[config.mk]
export PLATFORM = sky130hd
export DESIGN_NAME = spram_req_ctrl
export DESIGN_NICKNAME = d
export VERILOG_FILES = /design/src/rtl/spram_ctrl_pkg.sv /design/src/rtl/spram_rsp_fifo2.sv /design/src/rtl/spram_req_ctrl.sv
export SDC_FILE = /design/constraint.sdc
export NUM_CORES = 1
export LEC_CHECK = 0
export ABC_CLOCK_PERIOD_IN_PS = 6000
export CORE_MARGIN = 2
export CORE_UTILIZATION = 38
export DETAILED_ROUTE_END_ITERATION = 6
export PLACE_DENSITY = 0.73
export SLEW_MARGIN = 40
export SYNTH_ARGS = -nofsm -noshare
export SYNTH_HDL_FRONTEND = slang
export SYNTH_SLANG_ARGS = --single-unit
[constraint.sdc]
create_clock -name clk_i -period 6 [get_ports clk_i]
set_input_delay 1.2 -clock clk_i [delete_from_list [all_inputs] [get_ports clk_i]]
set_output_delay 1.2 -clock clk_i [all_outputs]
set_load 0.01 [all_outputs]
[src/rtl/spram_ctrl_pkg.sv]
// Shared constants and FSM state type for the SPRAM request controller.
package spram_ctrl_pkg;

   localparam int unsigned CTRL_DW    = 32;
   localparam int unsigned BE_W       = CTRL_DW / 8;
   localparam int unsigned FIFO_DEPTH = 2;
   localparam int unsigned CNT_W      = $clog2(FIFO_DEPTH + 1);

   typedef enum logic {
      CLEAR,
      RUN
   } ctrl_state_e;

endpackage

[src/rtl/spram_rsp_fifo2.sv]
// Two-entry first-word-fall-through FIFO holding SPRAM read responses.
module spram_rsp_fifo2
   import spram_ctrl_pkg::*;
#(
   parameter int unsigned DW = 32
) (
   input  logic             clk_i,
   input  logic             rstn_i,
   input  logic             push_i,
   input  logic [DW-1:0]    din_i,
   input  logic             pop_i,
   output logic             valid_o,
   output logic [DW-1:0]    dout_o,
   output logic [CNT_W-1:0] count_o
);

   logic [DW-1:0]    head_q;
   logic [DW-1:0]    tail_q;
   logic [CNT_W-1:0] count_q;
   logic             pop;

   assign pop     = pop_i & (count_q != '0);
   assign valid_o = (count_q != '0);
   assign dout_o  = head_q;
   assign count_o = count_q;

   always_ff @(posedge clk_i or negedge rstn_i) begin
      if (!rstn_i) begin
         head_q  <= '0;
         tail_q  <= '0;
         count_q <= '0;
      end else begin
         case ({push_i, pop})
            2'b10: begin
               if (count_q == '0) head_q <= din_i;
               else               tail_q <= din_i;
               count_q <= count_q + CNT_W'(1);
            end
            2'b01: begin
               head_q  <= tail_q;
               count_q <= count_q - CNT_W'(1);
            end
            2'b11: begin
               // Count stays; the new word lands behind whatever remains
               if (count_q == CNT_W'(1)) begin
                  head_q <= din_i;
               end else begin
                  head_q <= tail_q;
                  tail_q <= din_i;
               end
            end
            default: ;
         endcase
      end
   end

endmodule

[src/rtl/spram_req_ctrl.sv]
// Valid/ready front-end for the single-port SPRAM: optional zero-fill after
// reset, then request pass-through with credit-limited read responses.
module spram_req_ctrl
   import spram_ctrl_pkg::*;
#(
   parameter int unsigned AW           = 14,
   parameter int unsigned DW           = 32,
   parameter bit          CLEAR_ON_RST = 1'b1
) (
   input  logic            clk_i,
   input  logic            rstn_i,
   input  logic            req_valid_i,
   output logic            req_ready_o,
   input  logic            req_we_i,
   input  logic [AW-1:0]   req_addr_i,
   input  logic [BE_W-1:0] req_be_i,
   input  logic [DW-1:0]   req_wdata_i,
   output logic            rsp_valid_o,
   input  logic            rsp_ready_i,
   output logic [DW-1:0]   rsp_rdata_o,
   output logic            init_done_o,
   output logic [AW-1:0]   mem_addr_o,
   output logic            mem_wr_en_o,
   output logic [BE_W-1:0] mem_mask_we_o,
   output logic [DW-1:0]   mem_wr_data_o,
   input  logic [DW-1:0]   mem_rd_data_i
);

   ctrl_state_e      state_q, state_d;
   logic [AW-1:0]    clr_cnt_q;
   logic             inflight_q;
   logic [CNT_W-1:0] fifo_count;
   logic [CNT_W:0]   occ_after_pop;
   logic             rsp_pop;
   logic             rd_fire;
   logic             clr_last;

   assign clr_last    = (clr_cnt_q == '1);
   assign rsp_pop     = rsp_valid_o & rsp_ready_i;
   assign rd_fire     = req_valid_i & req_ready_o & ~req_we_i;
   assign init_done_o = (state_q == RUN);

   // A same-cycle pop frees a slot, which sustains one read per cycle
   assign occ_after_pop = (CNT_W+1)'(fifo_count) + (CNT_W+1)'(inflight_q)
                        - (CNT_W+1)'(rsp_pop);

   always_comb begin
      state_d       = state_q;
      req_ready_o   = 1'b0;
      mem_addr_o    = req_addr_i;
      mem_wr_en_o   = 1'b0;
      mem_mask_we_o = '0;
      mem_wr_data_o = req_wdata_i;
      case (state_q)
         CLEAR: begin
            mem_addr_o    = clr_cnt_q;
            mem_wr_en_o   = rstn_i;
            mem_mask_we_o = '1;
            mem_wr_data_o = '0;
            if (clr_last) state_d = RUN;
         end
         RUN: begin
            req_ready_o   = rstn_i &
                            (req_we_i | (occ_after_pop < (CNT_W+1)'(FIFO_DEPTH)));
            mem_wr_en_o   = req_valid_i & req_ready_o & req_we_i;
            mem_mask_we_o = mem_wr_en_o ? req_be_i : '0;
         end
      endcase
   end

   always_ff @(posedge clk_i or negedge rstn_i) begin
      if (!rstn_i) begin
         state_q    <= CLEAR_ON_RST ? CLEAR : RUN;
         clr_cnt_q  <= '0;
         inflight_q <= 1'b0;
      end else begin
         state_q    <= state_d;
         inflight_q <= rd_fire;
         if (state_q == CLEAR && !clr_last) clr_cnt_q <= clr_cnt_q + AW'(1);
      end
   end

   spram_rsp_fifo2 #(
      .DW (DW)
   ) u_rsp_fifo (
      .clk_i   (clk_i),
      .rstn_i  (rstn_i),
      .push_i  (inflight_q),
      .din_i   (mem_rd_data_i),
      .pop_i   (rsp_pop),
      .valid_o (rsp_valid_o),
      .dout_o  (rsp_rdata_o),
      .count_o (fifo_count)
   );

endmodule

Word level (Yosys, flattened, before mapping)
Cells that the tools add are included. Widths: inputs -> output; s select.

Add/sub/neg operators: 5. Multiply operators: 0. Div/mod/pow operators: 0. $lt $le $gt $ge: 1. Equal/unequal tests: 8. Shifts and indexed selects: 0. Multiplexer cells: 15. Bitwise logic cells: 10. Reductions and logical operators: 9.

Operators with widths (count): $mux 32 (5); $pmux 32 s3 (1); $pmux 32 s2 (1); $add 14x1->14 const B (1); $eq 14x14->1 const B (1); $mux 14 (1); $pmux 4 s2 (1); $and 1x1->1 (7); $reduce_bool 2->1 (3); $eq 2x1->1 const B (2); $eq 2x2->1 const B (2); $mux 4 (1); $ne 2x2->1 const B (2); $pmux 2 s2 (1); $add 2x1->3 (1); $lt 3x2->1 const B (1); $mux 1 (3); $reduce_and 3->1 (1); $reduce_bool 3->1 (1); $sub 3x1->3 (1); $add 2x1->2 const B (1); $logic_not 2->1 (1); $ne 2x1->1 const B (1); $not 1->1 (2); other kinds (6) (6).

Flip-flop bits (word level): 82. Bits in latches: 0. Memory bits (writable): 0. Memory bits (read-only): 0. Input port bits: 87. Output and inout port bits: 86. Logic and storage cells: 54. Memories: 0.

Depth between registers and ports, before layout
Gate-level depths: netlist of run 1.

Word-level depth: 10. Mapped depth: 10.

Hierarchy
Synthesis of run 1 repeated with hierarchy kept, for this count alone.

Cell total of the unflattened synthesis: 420. Area total of the unflattened synthesis: 4381.7 µm².

Modules (own cells, without submodules): spram_rsp_fifo2 (instances 1, cells each 274, area each 3108.0 µm², sequential area each 1651.6 µm²); spram_req_ctrl (instances 1, cells each 146, area each 1273.7 µm², sequential area each 400.4 µm²).

Least setup slack after synthesis of run 1
OpenSTA, ideal clock, no wires.

Path kind: input to output. Start point: input port rsp_ready_i. End point: output port req_ready_o. Arrival: 2397 ps. Required time: 4800 ps. Setup slack: 2403 ps. Cell stages on the path: 7. Path through: nor2b_1 -> ha_1 -> nor2_1 -> fa_1 -> xnor2_1 -> nor2_1 -> o211a_1.

Cells in the longest elaborated chain, start to end: 6.

RTL lines: start: declaration (RTL line spram_req_ctrl.sv:19) `input logic rsp_ready_i,`; $and 1x1->1 (RTL line spram_req_ctrl.sv:39) `assign rsp_pop = rsp_valid_o & rsp_ready_i;`; $sub 3x1->3 (RTL line spram_req_ctrl.sv:45) `- (CNT_W+1)'(rsp_pop);`; $lt 3x2->1 (RTL line spram_req_ctrl.sv:64) `(req_we_i | (occ_after_pop < (CNT_W+1)'(FIFO_DEPTH)));`; $or 1x1->1 (RTL line spram_req_ctrl.sv:64); $and 1x1->1 (RTL line spram_req_ctrl.sv:63) `req_ready_o = rstn_i &`; $mux 1 (RTL line spram_req_ctrl.sv:54) `case (state_q)`; end: declaration (RTL line spram_req_ctrl.sv:13) `output logic req_ready_o,`.

No other way between the ends.

Worst setup path after layout of run 1
Same ends and word-level chain as after synthesis.

==> metrics.yaml, run 1 <==
timing:
  max_freq_mhz: 213.6
  fin_crit_ps: 4682
  worst_slew_pin_slew_ps: 675.3
  hold_viol: 0
  rsz0062_at_grt: "false"
  slew_viol_final: 0
  skew_ps: 13.83
  setup_violations: 0
  whs_ps: 482.3
  tns_ps: 0
  maxSlewHeadroom_pct: 54.98
  post-route-period-util_pct: 78.04
job:
  maxCapViolCount: 0
critical_path:
  critical_path_class: "in -> out"
  critPathMaxFanout: 2
  arrival_ps: 3480
  required_ps: 4800
  crit_path_end_kind: "output pin"
  cp-start-kind: "primary input"
synth:
  synth.area.top_cells: "dfrtp_1 (50%), mux2_2 (12%), a22oi_1 (5.9%)"
  synth_ff_type: "dfrtp_1"
  yosysWarnings: 0
  synth.top_cell.area_share_pct: 50.34
  syn-mean-instance-area_sq_um: 10.70
  seq_area_frac_synth_pct: 50.34
  synthesis.area_sq_um: 4076
  synth-seq-cells: 82
  synth_top_cell_by_area: "dfrtp_1"
  netlist_instances: 381
  syn_nets: 476
  synth_cell_types: 42
  async_flop_share_pct: 100.0
  synth_edf_count: 0
clock_tree:
  cts_resized: 0
  root_buffer: "clkbuf_8"
  cts_buffers: 9
  tritoncts: "done"
  cts_sinks: 82
  clk_latency_ps: 360
  path_clk_slew_ps: 80
  h-tree-depth: 3
  post-cts-setup-buffers: 0
  ctsLongestPathBuffers: 2
  cts-hold-fix-buffers: 0
drt:
  first_iter_violations: 152
  totalWireLength_microns: 10020
  drtAntennaViolNets: 0
  drc: 0
  vias: 3415
  routedWlPerCell_microns: 14.60
  via_per_inst: 4.978
  drtPass1Iterations: 6
layout:
  most-common-layout-cells: "clkdlybuf4s50_1 (171), dfrtp_1 (82), mux2_2 (44), nand2_1 (44), o21ai_0 (43)"
  syn_to_final_growth_pct: 51.14
  drive_above_1_share_pct: 14.18
  final_nets: 640
  antenna_cells: 0
  nFillCells: 885
  layout_commonest_cell: "clkdlybuf4s50_1"
  instances_no_fill: 686
placement:
  io_buffers: 172
  place_hpwl_microns: 7434
  dp_cells: 670
  gp_congestion: 0.8081
global_routing:
  grt.overflow.total: 0
  grt_pass1_wl_microns: 16440
  grt_antenna_before_repair: 0
  first_global_vias: 3510
  grt_usage_pct: 17.84
  grt_start_max_net_pins: 63
floorplan:
  dieArea_sq_um: 11570
  io_pins: 173
  initial_core_util_pct: 39.31
  die-width_microns: 107.6
  core-area_sq_um: 10370
  die_h_microns: 107.6
  rows: 37
power_and_ir_drop:
  power_mw: 1.716
  p_leak_nw: 2.713
  power.density_nw_per_um2: 278.6
  vdd_ir_drop_max_uv: 159.2
status:
  status: "complete, no violations"
worst_hold_path:
  min_path_type: "reg -> reg"
## logic make-up after synthesis
kind of cell,synth area share (%)
fa+ha+maj,2.640
buf+inv,4.266
mux,13.08
compound gates,14.18
flops,50.34
simple gates,13.78
xor+xnor,1.719
## state kept, by name, indices dropped and copies added, names as in the netlist
| register | flops |
|---|---|
| clr_cnt_q | 14 |
| u_rsp_fifo.count_o | 2 |
| inflight_q | 1 |
| u_rsp_fifo.tail_q | 32 |
| init_done_o | 1 |
| u_rsp_fifo.dout_o | 32 |
## worst max-delay path: stages
cell and delay (ps):
clkdlybuf4s50_1 490, nor2b_1 160, ha_1 240, nor2_1 120
fa_1 430, nor2_1 150, o211a_1 160, clkdlybuf4s50_1 550
## cell type report
class	count	area (sq um)	area share (%)
sequential	82	2052	33.31
multi-input combinational	258	1869	30.34
timing repair buffer	178	1795	29.14
tap	136	170.2	2.762
clock buffer	9	123.9	2.011
clock inverter	7	90.09	1.462
inverter	16	60.06	0.9748
## path summary, 6_finish.rpt
kind	slack, ps	end	from	cells after the start
max in group asynchronous	4400	clr_cnt_q[9]	rstn_i	2
min in group asynchronous	720	u_rsp_fifo.dout_o[8]	rstn_i	1
max reg2reg	3390	u_rsp_fifo.dout_o[17]	u_rsp_fifo.count_o[0]	8
min	480	u_rsp_fifo.dout_o[16]	u_rsp_fifo.dout_o[16]	2
min reg2reg	480	u_rsp_fifo.dout_o[16]	u_rsp_fifo.dout_o[16]	2
max	1320	req_ready_o	rsp_ready_i	8
## per-layer routing
layer	wire length (microns)	GRT usage [%]	part of all wire (%)
met3	716	4.358	7.1
met4	113	7.051	1.1
met1	4415	22.30	44
met2	4770	29.65	48
met5	0	0	0
## per-stage QoR
step           util (%)  setup slack [ps]  instance area, sq um
2_1_floorplan         -              2403                  4076
3_3_place_gp      56.90              1351                  5901
3_5_place_dp      57.31              1375                  5943
4_1_cts           59.38              1336                  6157
5_1_grt           59.41              1177                  6161
6_report          59.41              1318                  6161
## cells in the mapped netlist, drive strengths merged, types with 2 or more instances
cell type / n
xor2: 2
xnor2: 6
ha: 7
clkbuf: 11
o211ai: 2
nor2b: 4
nor2: 4
dfrtp: 82
and3: 3
nand4: 6
a22oi: 32
a21oi: 5
nand2: 44
buf: 14
o21ai: 44
and2: 33
inv: 16
mux2: 47
o21a: 2
nand3: 3
and4: 2
## power by group
part	switching [mW]	internal [mW]	total (mW)
combinational	0.276	0.302	0.578
clock	0.230	0.206	0.436
sequential	0.0543	0.648	0.702
total	0.561	1.16	1.72
(Power assumes the default switching activity.)
==> run 2, diff against run 1 <==
ABC_CLOCK_PERIOD_IN_PS = 4800   (was 6000)
clock period = 4.8 ns   (was 6 ns; I/O delays follow)
==> run 2 against run 1 <==
  * Flip-flop and latch count unchanged
  * Die area unchanged
  * Critical path depth unchanged
  * Register-to-register slack got worse by 1200 ps
  * Non-clock buffer count unchanged
  * Sequential power increased by 25%
  * Utilization decreased by 0.060 points
  * Critical endpoint unchanged
==> metrics.yaml, run 2 (same netlist as run 1, synthesis figures left out) <==
clock_tree:
  ctsLongestPathBuffers: 2  # unchanged
  cts_resized: 0  # unchanged
  tritoncts: "done"  # unchanged
  cts-hold-fix-buffers: 0  # unchanged
  post-cts-setup-buffers: 0  # unchanged
  path_clk_slew_ps: 100  # was 80 ps
  cts_sinks: 82  # unchanged
  cts_buffers: 9  # unchanged
  clk_latency_ps: 370  # was 360 ps
  root_buffer: "clkbuf_8"  # unchanged
  h-tree-depth: 3  # unchanged
critical_path:
  r2r_cells: 8  # unchanged
  timing.rr.start: "u_rsp_fifo.count_o[0]"  # unchanged
  cp-start-kind: "primary input"  # unchanged
  required_ps: 3840  # was 4800 ps
  critPathMaxFanout: 2  # unchanged
  endpoint: "req_ready_o"  # unchanged
  reg2reg_to: "u_rsp_fifo.dout_o[13]"  # was u_rsp_fifo.dout_o[17]
  arrival_ps: 3170  # was 3480 ps
  critical_path_class: "in -> out"  # unchanged
  cp-startpoint: "rsp_ready_i"  # unchanged
  reg2reg_slack_ps: 2200  # was 3390 ps
  crit_path_end_kind: "output pin"  # unchanged
placement:
  gp_congestion: 0.7824  # was 0.8081
  place_hpwl_microns: 7437  # was 7434 microns
  io_buffers: 172  # unchanged
floorplan:
  rows: 37  # unchanged
  dieArea_sq_um: 11570  # unchanged
  core-area_sq_um: 10370  # unchanged
  initial_core_util_pct: 39.31  # unchanged
  die_h_microns: 107.6  # unchanged
  io_pins: 173  # unchanged
  die-width_microns: 107.6  # unchanged
layout:
  syn_to_final_growth_pct: 50.98  # was 51.14%
  finish.utilization_pct: 59.35  # was 59.41%
  nFillCells: 905  # was 885
  seqCellArea_sq_um: 2052  # unchanged
  multi_input_area_sq_um: 1869  # unchanged
  antenna_cells: 0  # unchanged
  drive_above_1_share_pct: 14.18  # unchanged
  final_nets: 640  # unchanged
  layout_commonest_cell: "clkdlybuf4s50_1"  # unchanged
  most-common-layout-cells: "clkdlybuf4s50_1 (171), dfrtp_1 (82), mux2_2 (44), nand2_1 (44), o21ai_0 (43)"  # unchanged
global_routing:
  grt.overflow.total: 0  # unchanged
  grt_usage_pct: 18.12  # was 17.84%
  grt_pass1_wl_microns: 16600  # was 16440 microns
  grt_start_max_net_pins: 65  # was 63
  grt_antenna_before_repair: 0  # unchanged
  first_global_vias: 3547  # was 3510
timing:
  rsz0062_at_grt: "false"  # unchanged
  slew_viol_final: 0  # unchanged
  tns_ps: 0  # unchanged
  post-route-period-util_pct: 86.14
  worst_slew_pin_slew_ps: 664.4  # was 675.3 ps
  fin_crit_ps: 4135
  maxSlewHeadroom_pct: 55.71  # was 54.98%
  skew_ps: 10.52  # was 13.83 ps
  max_freq_mhz: 241.8
  setup_violations: 0  # unchanged
  hold_viol: 0  # unchanged
power_and_ir_drop:
  p_leak_nw: 2.705  # was 2.713 nW
  clock_power_share_pct: 24.8  # was 25.4%
  swShare_pct: 32.43  # was 32.67%
  p_seq_share_pct: 41.4  # was 40.9%
  internal_power_mw: 1.436  # was 1.156 mW
  pwr-share-comb_pct: 33.9  # was 33.7%
  power_switching_mw: 0.6893  # was 0.5606 mW
  power.density_nw_per_um2: 345.4  # was 278.6 nW/um^2
  vdd_ir_drop_max_uv: 184.7  # was 159.2 uV
drt:
  routedWlPerCell_microns: 14.61  # was 14.60 microns
  first_iter_violations: 91  # was 152
  totalWireLength_microns: 10020  # about the same
  drc: 0  # unchanged
  vias: 3468  # was 3415
  drtPass1Iterations: 4  # was 6
  via_per_inst: 5.055  # was 4.978
  drtAntennaViolNets: 0  # unchanged
status:
  status: "complete, no violations"  # unchanged
worst_hold_path:
  min_path_type: "in -> async"  # was reg -> reg
job:
  maxCapViolCount: 0  # unchanged
## run 2: changes by cell type in the layout (fill, tap and decap cells not counted), sizes merged
| cell | previous run | this run |
|---|---|---|
| clkinv | 0 | 2 |
| inv | 22 | 19 |
| clkinvlp | 0 | 1 |
## run 2: worst min-delay path by stage
stage / end / start / slack [ps]
after global placement: u_rsp_fifo.dout_o[7] / u_rsp_fifo.dout_o[7] / 460
after global routing: u_rsp_fifo.dout_o[9] / rstn_i / 480
after CTS: u_rsp_fifo.dout_o[8] / rstn_i / 470
final: u_rsp_fifo.dout_o[9] / rstn_i / 470
after floorplan: u_rsp_fifo.tail_q[30] / u_rsp_fifo.tail_q[30] / 470
after detailed placement: u_rsp_fifo.dout_o[8] / u_rsp_fifo.dout_o[8] / 470
## run 2: metal layers
metal | up-vias | GRT usage [%] | part of all wire [%]
met4 | 0 | 6.685 | 1.7
li1 | 1653 | - | -
met1 | 1669 | 22.26 | 42
met3 | 13 | 4.419 | 7.4
met2 | 133 | 30.82 | 48
met5 | - | 0 | 0
## run 2: final cells by class
cell class                      count  area share (%)
Sequential cell                    82           33.34
Multi-Input combinational cell    258           30.37
Timing Repair Buffer              178           29.17
Tap cell                          136           2.765
Clock buffer                        9           2.013
Clock inverter                      7           1.362
Inverter                           16          0.9758
## run 2: critical path, stage by stage
cell,delay [ps]
clkdlybuf4s50_1,480
nor2b_1,140
ha_1,230
nor2_1,110
fa_1,420
nor2_1,130
o211a_1,170
clkdlybuf4s50_1,530
## run 2: metrics by stage
stage / std cells / power, mW / cell area [sq um] / worst slack (ps) / hold WS (ps)
after global placement: 668 / 1.602 / 5901 / 681.3 / 460.7
after floorplan: 381 / 1.221 / 4076 / 1683 / 465.1
after CTS: 686 / 2.146 / 6151 / 645.3 / 474.8
after global routing: 686 / 2.260 / 6155 / 530.3 / 476.0
final: 686 / 2.126 / 6155 / 665.1 / 466.9
after detailed placement: 670 / 1.625 / 5943 / 666.5 / 473.4
## run 2: power groups by stage
stage	Combinational (mW)	Sequential [mW]	Clock, mW
global route	0.797	0.895	0.568
floorplan	0.283	0.938	0
finish	0.720	0.879	0.526
global placement	0.714	0.888	0
CTS	0.731	0.881	0.535
detailed placement	0.729	0.895	0
==> run 3, diff against run 2 <==
CAP_MARGIN = 40   (was not set)
SKIP_CTS_REPAIR_TIMING = 1   (was not set)
==> results of run 3 <==
No change in the layout: final DEF, timing and power equal those of run 2.
==> variant, RTL diff (config.mk and constraints of run 3) <==
Change the parameter `CLEAR_ON_RST` from 1'b1 to 1'b0.
--- a/src/rtl/spram_req_ctrl.sv
+++ b/src/rtl/spram_req_ctrl.sv
@@ -6,5 +6,5 @@
    parameter int unsigned AW           = 14,
    parameter int unsigned DW           = 32,
-   parameter bit          CLEAR_ON_RST = 1'b1
+   parameter bit          CLEAR_ON_RST = 1'b0
 ) (
    input  logic            clk_i,
Behaviour: not the same (Yosys sat finds a counterexample within 4 cycles, from zero or initial values and one cycle with rstn_i low).
==> variant against run 3 <==
- setup slack got worse by 0.024 ns
- non-clock buffer count decreased by 1
- synthesized area about the same
- sequential share of layout area increased by 0.29 points
- cell count decreased by 0.15%
- first-iteration DRC count increased by 26%
- sequential cell count unchanged
- cell area decreased by 0.61%
- wire length increased by 1.9%
- power decreased by 2.5%
- core utilization decreased by 0.36 points
- combinational power increased by 0.7%
- critical endpoint unchanged
- largest power group unchanged
- highest routed layer unchanged
==> variant: results (changes against run 3) <==
{| class="wikitable"
! Metric !! Value
|-
| Outcome || completed
|-
| # port buffers || 172 (unchanged)
|-
| Slowest cell on crit path || sky130_fd_sc_hd__clkdlybuf4s50_1
|-
| Share of final-layout standard cells stronger than drive strength 1 || 0.1421 (+0.0002583)
|-
| Total routing usage reported by global routing || 0.1822 (+0.0009491)
|-
| Count of different cell masters after synthesis || 43 (+2.4%)
|-
| Startpoint of the worst-slack reg-to-reg timing path || u_rsp_fifo.count_o[1]
|-
| First-pass GRT wire length || 16810 um (+1.2%)
|-
| Nets || 639 (-0.16%)
|-
| Via count of the first global-routing pass || 3554 (+0.20%)
|-
| Iter 0 DRT Violations || 115 (+26%)
|-
| DP Worst Slack || 0.6433 ns (-0.02318 ns)
|-
| Met1 usage in global routing || 0.2313 (+0.008710)
|-
| Clock-pin slew reported for the worst setup and hold paths after clock tree synthesis || 0.08 ns (-0.02 ns)
|-
| Seq/Total Area, Yosys || 0.5035 (about the same)
|-
| Total wire length after detailed routing || 10210 um (+1.9%)
|-
| Final weighted congestion in routability-driven placement || 0.7745 (-1.0%)
|-
| Largest net degree at the start of global routing || 76 (+17%)
|-
| Number of fill cells || 906 (+0.11%)
|-
| Highest clock rate || 240.4 MHz (-0.59%)
|-
| Ranking of synthesized cells by instance count || sky130_fd_sc_hd__dfrtp_1 (81), sky130_fd_sc_hd__mux2_2 (44), sky130_fd_sc_hd__nand2_1 (44)
|-
| Internal reg-to-reg setup slack || 2.17 ns (-0.03 ns)
|-
| Max rail drop VDD || 0.1930 mV (+4.5%)
|-
| Leakage power || 0.002678 uW (-0.98%)
|-
| Switching power total || 666.2 uW (-3.4%)
|-
| Met2 usage || 0.3109 (+0.002695)
|-
| Most frequently used flop master after synthesis || sky130_fd_sc_hd__dfrtp_1
|-
| Main area contributors after synthesis || sky130_fd_sc_hd__dfrtp_1 (50%), sky130_fd_sc_hd__mux2_2 (12%), sky130_fd_sc_hd__a22oi_1 (5.9%)
|-
| GR Layer Usage met3 || 0.04298 (-0.001211)
|-
| Crit path DAT || 3.20 ns (+0.03 ns)
|-
| Slew at the pin with the worst max-slew slack || 0.6680 ns (+0.003575 ns)
|-
| HPWL Detailed || 7664 um (+3.1%)
|-
| Skew final || 0.01273 ns (+0.002210 ns)
|-
| Clock insertion delay at the later pin of the skew report || 0.35 ns (-0.02 ns)
|-
| Critical path launch point || rsp_ready_i
|-
| Number of hold violations in the final report || 0 (unchanged)
|-
| Worst reg2reg path endpoint || u_rsp_fifo.dout_o[1]
|-
| Number of antenna violations at the first check in global routing || 0 (unchanged)
|-
| Routed vias/inst || 5.000 (-1.1%)
|}
variant: changes by cell type after synthesis, sizes merged:
cell / before / now
dfrtp: 82 / 81
dfstp: 0 / 1
variant: metrics by stage:
step | cell area [um2] | power [uW] | instances | hold WS [ns] | utilization
after global placement | 5894 | 1605 | 667 | 0.4604 | 0.5684
after global routing | 6117 | 2214 | 685 | 0.4208 | 0.5899
final | 6117 | 2073 | 685 | 0.4470 | 0.5899
after CTS | 6113 | 2102 | 685 | 0.4309 | 0.5895
after floorplan | 4078 | 1221 | 381 | 0.4651 | -
after detailed placement | 5924 | 1630 | 669 | 0.4687 | 0.5713
variant: final cells by class:
type / instances / area share
timing repair buffer: 177 / 0.2896
inverter: 16 / 0.009818
tap: 136 / 0.02782
clock buffer: 11 / 0.02475
clock inverter: 5 / 0.006136
multi-input combinational: 258 / 0.3056
sequential: 82 / 0.3363
variant: cells by family (layout without fill, tap and decap cells):
kind of cell	after synthesis	count (layout)	share of synthesized area
simple gates	104	104	0.1378
flops	82	82	0.5035
mux	47	47	0.1307
fa+ha+maj	8	8	0.02639
buf+inv	41	209	0.04265
compound gates	91	91	0.1418
xor+xnor	8	8	0.01718
variant: metal layers:
| metal | vias to the layer above | part of all wire |
|---|---|---|
| met2 | 126 | 0.49 |
| met4 | 0 | 0.011 |
| li1 | 1655 | - |
| met1 | 1634 | 0.44 |
| met5 | - | 0 |
| met3 | 10 | 0.062 |
variant: power groups by stage:
stage	combinational (uW)	sequential (uW)	clock [uW]
6_report	725	880	469
5_1_grt	809	892	513
4_1_cts	737	881	483
3_5_place_dp	735	895	0
3_3_place_gp	716	889	0
2_1_floorplan	283	938	0
